File: src/rtl/uart_rx_fsm.sv
// UART receive frame sequencer: tracks oversample edge and bit position, strobes the RX datapath.
// Optional macro UART_RX_ERR_FLAGS_EN adds par_err_flag / stp_err_flag drop-cause pulses.
module uart_rx_fsm #(
   parameter int DATA_WIDTH     = 8,
   parameter int PRESCALE_WIDTH = 6
) (
   input  logic                      CLK,
   input  logic                      RST,
   input  logic                      rx_in,
   input  logic                      par_en,
   input  logic [PRESCALE_WIDTH-1:0] prescale,
   input  logic                      strt_glitch,
   input  logic                      par_err,
   input  logic                      stp_err,
   output logic [PRESCALE_WIDTH-1:0] edge_cnt,
   output logic [3:0]                bit_cnt,
   output logic                      dat_samp_en,
   output logic                      strt_chk_en,
   output logic                      par_chk_en,
   output logic                      stp_chk_en,
   output logic                      deser_en,
`ifdef UART_RX_ERR_FLAGS_EN
   output logic                      par_err_flag,
   output logic                      stp_err_flag,
`endif
   output logic                      data_valid
);

   typedef enum logic [2:0] {
      IDLE   = 3'd0,
      START  = 3'd1,
      DATA   = 3'd2,
      PARITY = 3'd3,
      STOP   = 3'd4
   } state_t;

   localparam logic [3:0]                LP_LAST_DATA_BIT = 4'(DATA_WIDTH);
   localparam logic [PRESCALE_WIDTH-1:0] LP_ONE           = PRESCALE_WIDTH'(1);

   state_t                    r_state;
   state_t                    w_next_state;
   logic [PRESCALE_WIDTH-1:0] r_edge_cnt;
   logic [PRESCALE_WIDTH-1:0] r_prescale;
   logic [3:0]                r_bit_cnt;
   logic                      r_par_en;
   logic                      r_data_valid;
   logic                      w_eob;
   logic                      w_frame_start;
   logic                      w_frame_ok;

   assign w_eob      = (r_edge_cnt == r_prescale - LP_ONE);
   assign edge_cnt   = r_edge_cnt;
   assign bit_cnt    = r_bit_cnt;
   assign data_valid = r_data_valid;

   always_ff @(posedge CLK) begin
      if (!RST) begin
         r_state <= IDLE;
      end else begin
         r_state <= w_next_state;
      end
   end

   // A frame starts either from IDLE or directly out of STOP when the next start bit is already low.
   always_comb begin
      w_next_state  = r_state;
      w_frame_start = 1'b0;
      w_frame_ok    = 1'b0;
      case (r_state)
         IDLE: begin
            if (!rx_in) begin
               w_next_state  = START;
               w_frame_start = 1'b1;
            end
         end
         START: begin
            if (w_eob) begin
               w_next_state = strt_glitch ? IDLE : DATA;
            end
         end
         DATA: begin
            if (w_eob && (r_bit_cnt == LP_LAST_DATA_BIT)) begin
               w_next_state = r_par_en ? PARITY : STOP;
            end
         end
         PARITY: begin
            if (w_eob) begin
               w_next_state = par_err ? IDLE : STOP;
            end
         end
         STOP: begin
            if (w_eob) begin
               w_frame_ok = !stp_err;
               if (!rx_in) begin
                  w_next_state  = START;
                  w_frame_start = 1'b1;
               end else begin
                  w_next_state = IDLE;
               end
            end
         end
         default: w_next_state = IDLE;
      endcase
   end

   always_comb begin
      dat_samp_en = (r_state != IDLE);
      strt_chk_en = 1'b0;
      par_chk_en  = 1'b0;
      stp_chk_en  = 1'b0;
      deser_en    = 1'b0;
      case (r_state)
         START:   strt_chk_en = w_eob;
         DATA:    deser_en    = w_eob;
         PARITY:  par_chk_en  = w_eob;
         STOP:    stp_chk_en  = w_eob;
         default: ;
      endcase
   end

   always_ff @(posedge CLK) begin
      if (!RST) begin
         r_edge_cnt   <= '0;
         r_bit_cnt    <= '0;
         r_data_valid <= 1'b0;
      end else begin
         r_data_valid <= w_frame_ok;
         if ((w_next_state == IDLE) || w_frame_start) begin
            r_edge_cnt <= '0;
            r_bit_cnt  <= '0;
         end else if (w_eob) begin
            r_edge_cnt <= '0;
            r_bit_cnt  <= r_bit_cnt + 4'd1;
         end else begin
            r_edge_cnt <= r_edge_cnt + LP_ONE;
         end
      end
   end

   // Frame configuration is frozen at frame start so mid-frame changes cannot shift bit timing.
   always_ff @(posedge CLK) begin
      if (w_frame_start) begin
         r_prescale <= prescale;
         r_par_en   <= par_en;
      end
   end

`ifdef UART_RX_ERR_FLAGS_EN
   logic r_par_err_flag;
   logic r_stp_err_flag;

   assign par_err_flag = r_par_err_flag;
   assign stp_err_flag = r_stp_err_flag;

   always_ff @(posedge CLK) begin
      if (!RST) begin
         r_par_err_flag <= 1'b0;
         r_stp_err_flag <= 1'b0;
      end else begin
         r_par_err_flag <= (r_state == PARITY) && w_eob && par_err;
         r_stp_err_flag <= (r_state == STOP) && w_eob && stp_err;
      end
   end
`endif

endmodule

File: config.mk
export PLATFORM = sky130hd
export DESIGN_NAME = uart_rx_fsm
export DESIGN_NICKNAME = d
export VERILOG_FILES = /design/src/rtl/uart_rx_fsm.sv
export SDC_FILE = /design/constraint.sdc
export NUM_CORES = 1
export LEC_CHECK = 0
export ABC_AREA = 1
export BUFFER_PORTS_ARGS = -buffer_cell sky130_fd_sc_hd__buf_2
export CORE_UTILIZATION = 30
export CTS_CLUSTER_DIAMETER = 30
export DETAILED_ROUTE_END_ITERATION = 6
export SYNTH_ARGS = -nofsm -noshare
export SYNTH_HDL_FRONTEND = slang
export SYNTH_SLANG_ARGS = --single-unit
File: constraint.sdc
create_clock -name CLK -period 5.5 [get_ports CLK]
set_clock_uncertainty 0.1 [all_clocks]
set_input_delay 0.55 -clock CLK [delete_from_list [all_inputs] [get_ports CLK]]
set_output_delay 0.55 -clock CLK [all_outputs]
set_load 0.03 [all_outputs]
==> results of run 1 <==
[per-stage QoR]
stage / cell area, µm² / total power (W) / std cells / hold slack, ns
5_1_grt: 1480 / 0.000336 / 251 / 0.327
6_report: 1480 / 0.000316 / 251 / 0.339
3_5_place_dp: 1440 / 0.000218 / 247 / 0.383
3_3_place_gp: 1440 / 0.000218 / 247 / 0.376
4_1_cts: 1480 / 0.000321 / 251 / 0.333
2_1_floorplan: 1240 / 0.000206 / 170 / 0.485
[area by class of cell]
| type | count | area (µm²) | share of cell area (%) |
|---|---|---|---|
| multi-input combinational | 114 | 616 | 41.5 |
| clock buffer | 3 | 41.3 | 2.78 |
| timing repair buffer | 28 | 140 | 9.45 |
| tap | 50 | 62.6 | 4.22 |
| sequential | 21 | 490 | 33.1 |
| clock inverter | 1 | 5.00 | 0.338 |
| inverter | 34 | 128 | 8.61 |
[cell families after synthesis]
kind of cell / synth area share [%]
multiplexers: 0.904
XOR/XNOR: 5.63
flip-flops: 39.4
buffers and inverters: 11.2
adder cells (fa/ha/maj): 4.02
AND/OR/NAND/NOR: 38.9
[synthesized netlist by cell type]
master	instances	area share (%)
buf_6	1	0.90
dfxtp_1	14	23
edfxtp_1	7	17
ha_1	4	4.0
inv_1	30	9.0
inv_2	4	1.2
mux2_2	1	0.90
nand2_1	36	11
nand2_2	4	2.0
nand2b_1	1	0.50
nand3_1	12	4.8
nand3_2	5	4.0
nand4_1	4	2.0
nor2_1	26	7.8
nor2_2	1	0.50
nor2_4	2	1.8
nor3_1	6	2.4
nor3b_1	1	0.60
nor4_1	3	1.5
xnor2_1	4	2.8
xor2_1	4	2.8
[how the worst max path moves through the flow]
stage	slack, ns	from	cells after the start	to
global placement	2.99	r_prescale[0]	10	stp_chk_en
CTS	2.62	r_prescale[0]	10	par_chk_en
finish	2.63	r_prescale[0]	10	par_chk_en
global route	2.43	r_prescale[0]	10	par_chk_en
detailed placement	2.93	r_prescale[0]	10	par_chk_en
floorplan	2.59	r_prescale[0]	10	par_chk_en
[sequential cells by signal, summed over array words and instances (netlist names)]
signal and count:
data_valid 1, r_par_en 1, r_prescale 6, r_state 3, edge_cnt 6, bit_cnt 4
[routing by layer]
metal	part of all wire, %	GRT usage, %	vias up
met1	50	15.4	461
met4	1.6	4.52	0
met2	45	18.9	22
met3	4.2	2.41	4
li1	-	-	590
met5	0	0	-
[power groups by stage]
stage | logic (W) | clock network [W] | registers (W)
5_1_grt | 0.0000495 | 0.000115 | 0.000171
2_1_floorplan | 0.0000310 | 0 | 0.000175
3_3_place_gp | 0.0000439 | 0 | 0.000174
6_report | 0.0000437 | 0.000102 | 0.000171
4_1_cts | 0.0000442 | 0.000106 | 0.000171
3_5_place_dp | 0.0000440 | 0 | 0.000174
==> flow_summary_export.csv, run 1 <==
group,metric,value,unit
floorplan,die_h,66.4,µm
grt,grt_util_all_layers,11.8,%
placed_design,pre_cts_slack,2.93,ns
worst_setup_path,crit_arrival,2.22,ns
sta,slew_headroom,77.8,%
worst_setup_path,path_cells,"inv_2, ha_1, nand2_1, inv_1, nor2_1, nand3_1, nor2_4, nand3_2, nor4_1, buf_2",
layout,final_common_cell,"nand2_1",
drt,firstDrtPassIters,4,
worst_setup_path,crit_family,"simple AND/OR/NAND/NOR gates",
drt,finalWirelength,2.35,mm
placed_design,dpl.hpwl,1.83,mm
worst_setup_path,slowest_stage,"edfxtp_1",
pwr,power_frac_comb,13.8,%
drt,drt_iter0_markers,54,
pwr,power_leakage,0.720,nW
grt,grt_start_max_net_pins,13,
floorplan,initial_core_util,31.1,%
run_status,status,"finished, final reports clean",
min_path,hold_depth,2,
clocking,root_buffer,"clkbuf_8",
pwr,netSwitchingPower,0.0000844,W
pwr,p_int,0.000231,W
layout,final_cell_mix,"nand2_1 (36), inv_1 (30), buf_2 (28)",
sta,period_minus_slack,2.87,ns
grt,antenna_found_initial,0,
layout,nets,219,
clocking,path_clk_slew,0.08,ns
yosys,synthDistinctLibCells,21,
placed_design,gp_congestion,0.847,
flow_run,max_cap_violations,0,
drt,drc,0,
pwr,ir_worst_vdd,0.0970,mV
worst_setup_path,endpoint_kind,"output port",
clocking,cts_buffer_depth,2,
yosys,yosysSeqAreaShare,39.4,%
pwr,power.density,213,nW/µm²
yosys,synth_cells,170,
sta,rsz0062_at_grt,"no",
sta,maxSlewViolCount,0,
yosys,ys_ff_latch,21,
worst_setup_path,cp.required,4.85,ns
worst_setup_path,r2r_end,"edge_cnt[5]",
yosys,syn_area,1240,µm²
clocking,postCtsResizedCells,0,
layout,fin_util,37.1,%
min_path,min_path_type,"in -> reg",
layout,n_fill_cell,414,
sta,tns,0,ns
clocking,cts_hold_buf,0,
sta,setup_viol,0,
clocking,postCtsSetupBuffers,0,
worst_setup_path,cp_slowest_stage_delay,0.40,ns
floorplan,rows,23,
min_path,holdPathEnd,"data_valid",
drt,routedWlPerCell,9.37,µm
worst_setup_path,crit_type,"reg -> out",
pwr,switching_share,26.7,%
drt,ant_nets,0,
sta,fmax,0.349,GHz
sta,post-route-period-util,52.1,%
yosys,syn_nets,187,
worst_setup_path,startpoint_type,"register",
clocking,htreeDepth,1,
clocking,cts.sinks,21,
grt,grt_overflow_total,0,
drt,vias_per_cell,4.29,
yosys,syn_area_per_cell,7.32,µm²
yosys,yosys_warnings,0,
floorplan,dieArea,4410,µm²
sta,fin_ws,2.63,ns
grt,grt_pass1_wl,4.00,mm
pwr,p_clk_share,32.1,%
worst_setup_path,worst-path-buf-inv,3,
drt,vias,1077,
floorplan,coreArea,4000,µm²
clocking,cts_tree,"yes",
worst_setup_path,r2r-start,"r_prescale[0]",
layout,antenna_cells,0,
sta,hold_viol,0,
worst_setup_path,rrSetupSlack,3.00,ns
layout,syn2layout_area_growth,19.1,%
clocking,cts_buffers,3,
worst_setup_path,r2r_cells,14,
min_path,min_from,"stp_err",
placed_design,io_buffers,28,
clocking,insertion_delay,0.26,ns
layout,drive_gt1_share,24.4,%
sta,tightestPinTransition,0.331,ns
grt,first_global_vias,961,
worst_setup_path,path_max_fanout,11,
floorplan,die-width,66.4,µm
floorplan,ios,29,
pwr,p_seq_share,54.0,%
(Power assumes the default switching activity.)
==> inputs of run 2 (changes only) <==
==> constraint.sdc (replaced) <==
create_clock -name CLK -period 2.5 [get_ports CLK]
set_clock_uncertainty 0.1 [all_clocks]
set_input_delay 0.25 -clock CLK [delete_from_list [all_inputs] [get_ports CLK]]
set_output_delay 0.25 -clock CLK [all_outputs]
set_load 0.03 [all_outputs]
==> flow_summary_export.csv, run 2 (same netlist as run 1, synthesis figures left out) <==
group,metric,value,unit
clocking,cts_buffer_depth,2,
sta,period_minus_slack,2.38,ns
worst_setup_path,path_cells,"inv_2, ha_4, nand2_2, inv_1, nor2_2, nand3_2, nor2_4, nand3_4, buf_4, nor4_4, buf_4",
min_path,min_path_type,"in -> reg",
layout,final_common_cell,"nand2_1",
worst_setup_path,crit_type,"reg -> out",
pwr,total_power,0.000728,W
worst_setup_path,startpoint_type,"register",
grt,grt_overflow_total,0,
drt,ant_nets,0,
grt,grt_start_max_net_pins,13,
worst_setup_path,slowest_stage,"edfxtp_1",
layout,drive_gt1_share,33.6,%
placed_design,place_area,1440,µm²
worst_setup_path,worst-path-buf-inv,4,
grt,antenna_found_initial,0,
sta,maxSlewViolCount,0,
drt,vias,1162,
placed_design,dpl.hpwl,1.86,mm
pwr,power.density,432,nW/µm²
sta,setup_viol,0,
floorplan,coreArea,4000,µm²
layout,regArea,490,µm²
layout,n_fill_cell,418,
grt,grt_pass1_wl,4.04,mm
worst_setup_path,cp.required,2.15,ns
drt,finalWirelength,2.74,mm
grt,first_global_vias,929,
pwr,ir_worst_vdd,0.304,mV
floorplan,rows,23,
sta,slew_headroom,74.6,%
clocking,cts_hold_buf,0,
sta,fmax,0.421,GHz
worst_setup_path,crit_family,"simple AND/OR/NAND/NOR gates",
placed_design,gp_congestion,0.789,
layout,antenna_cells,0,
drt,routedWlPerCell,10.3,µm
layout,syn2layout_area_growth,35.3,%
layout,multi_input_area,697,µm²
pwr,power_leakage,0.794,nW
layout,final_cell_mix,"nand2_1 (35), inv_1 (29), nor2_1 (25), buf_2 (25), buf_4 (18)",
clocking,cts_tree,"yes",
floorplan,ios,29,
grt,grt_util_all_layers,12.1,%
clocking,htreeDepth,1,
layout,finalInstanceArea,1680,µm²
clocking,path_clk_slew,0.08,ns
clocking,cts_buffers,3,
floorplan,dieArea,4410,µm²
drt,drc,0,
floorplan,die-width,66.4,µm
layout,nets,235,
run_status,status,"finished, final reports clean",
drt,drt_iter0_markers,53,
clocking,insertion_delay,0.26,ns
clocking,root_buffer,"clkbuf_8",
drt,vias_per_cell,4.35,
floorplan,die_h,66.4,µm
worst_setup_path,crit_arrival,2.03,ns
sta,post-route-period-util,95.0,%
flow_run,max_cap_violations,0,
worst_setup_path,cp_slowest_stage_delay,0.41,ns
floorplan,initial_core_util,31.1,%
placed_design,io_buffers,28,
worst_setup_path,cpMostUsedCell,"buf_4",
worst_setup_path,endpoint_kind,"output port",
worst_setup_path,path_max_fanout,5,
drt,firstDrtPassIters,4,
clocking,cts.sinks,21,
sta,hold_viol,0,
sta,tightestPinTransition,0.379,ns
## run 2: cell count changes in the layout (fill, tap and decap cells not counted), moves of 2 or more
cell	before	now
buf_2	28	25
nor4_4	0	2
buf_4	0	18
nor4_1	3	1
## run 2: path summary, 6_finish.rpt
| check | endpoint | depth (start not counted) | slack [ns] | from |
|---|---|---|---|---|
| setup reg to reg | edge_cnt[5] | 15 | 0.24 | r_prescale[1] |
| hold / removal | data_valid | 2 | 0.03 | stp_err |
| setup / recovery | par_chk_en | 11 | 0.12 | r_prescale[1] |
| hold reg to reg | edge_cnt[0] | 1 | 0.40 | edge_cnt[0] |
## run 2: repair_timing
item | in CTS | in global routing
resized for setup | 2 | 15
setup endpoints to repair | 3 | 10
pin swaps | 0 | 6
gates cloned | 0 | 1
buffers inserted | 0 | 14
## run 2: metrics by stage
step / hold slack, ns / std cells / setup WS [ns] / setup TNS [ns] / util [%]
2_1_floorplan: 0.226 / 170 / -0.112 / -0.225 / -
3_3_place_gp: 0.312 / 248 / 0.211 / 0 / 36.1
3_5_place_dp: 0.314 / 248 / 0.177 / 0 / 36.1
4_1_cts: 0.0294 / 252 / 0.0292 / 0 / 37.6
5_1_grt: 0.0291 / 267 / -0.0476 / -0.0662 / 42.1
6_report: 0.0330 / 267 / 0.125 / 0 / 42.1
## run 2: area by class of cell
cell class / count / share of cell area, %
flip-flops and latches: 21 / 29.1
well taps: 50 / 3.71
inverters: 34 / 7.58
repair buffers: 43 / 15.5
clock buffers: 3 / 2.45
multi-input cells: 115 / 41.4
clock inverters: 1 / 0.297
## run 2: per-layer routing
metal	global-route usage, %	up-vias	wire length (µm)
li1	-	622	-
met1	17.1	512	1330
met2	18.1	24	1290
met3	2.07	4	79
met4	4.79	0	43
met5	0	-	0
## run 2: report_power, final
part	switching [W]	internal (W)	total (W)
clock network	0.000117	0.000111	0.000228
registers	0.0000104	0.000365	0.000376
logic	0.0000770	0.0000475	0.000124
total	0.000204	0.000524	0.000728
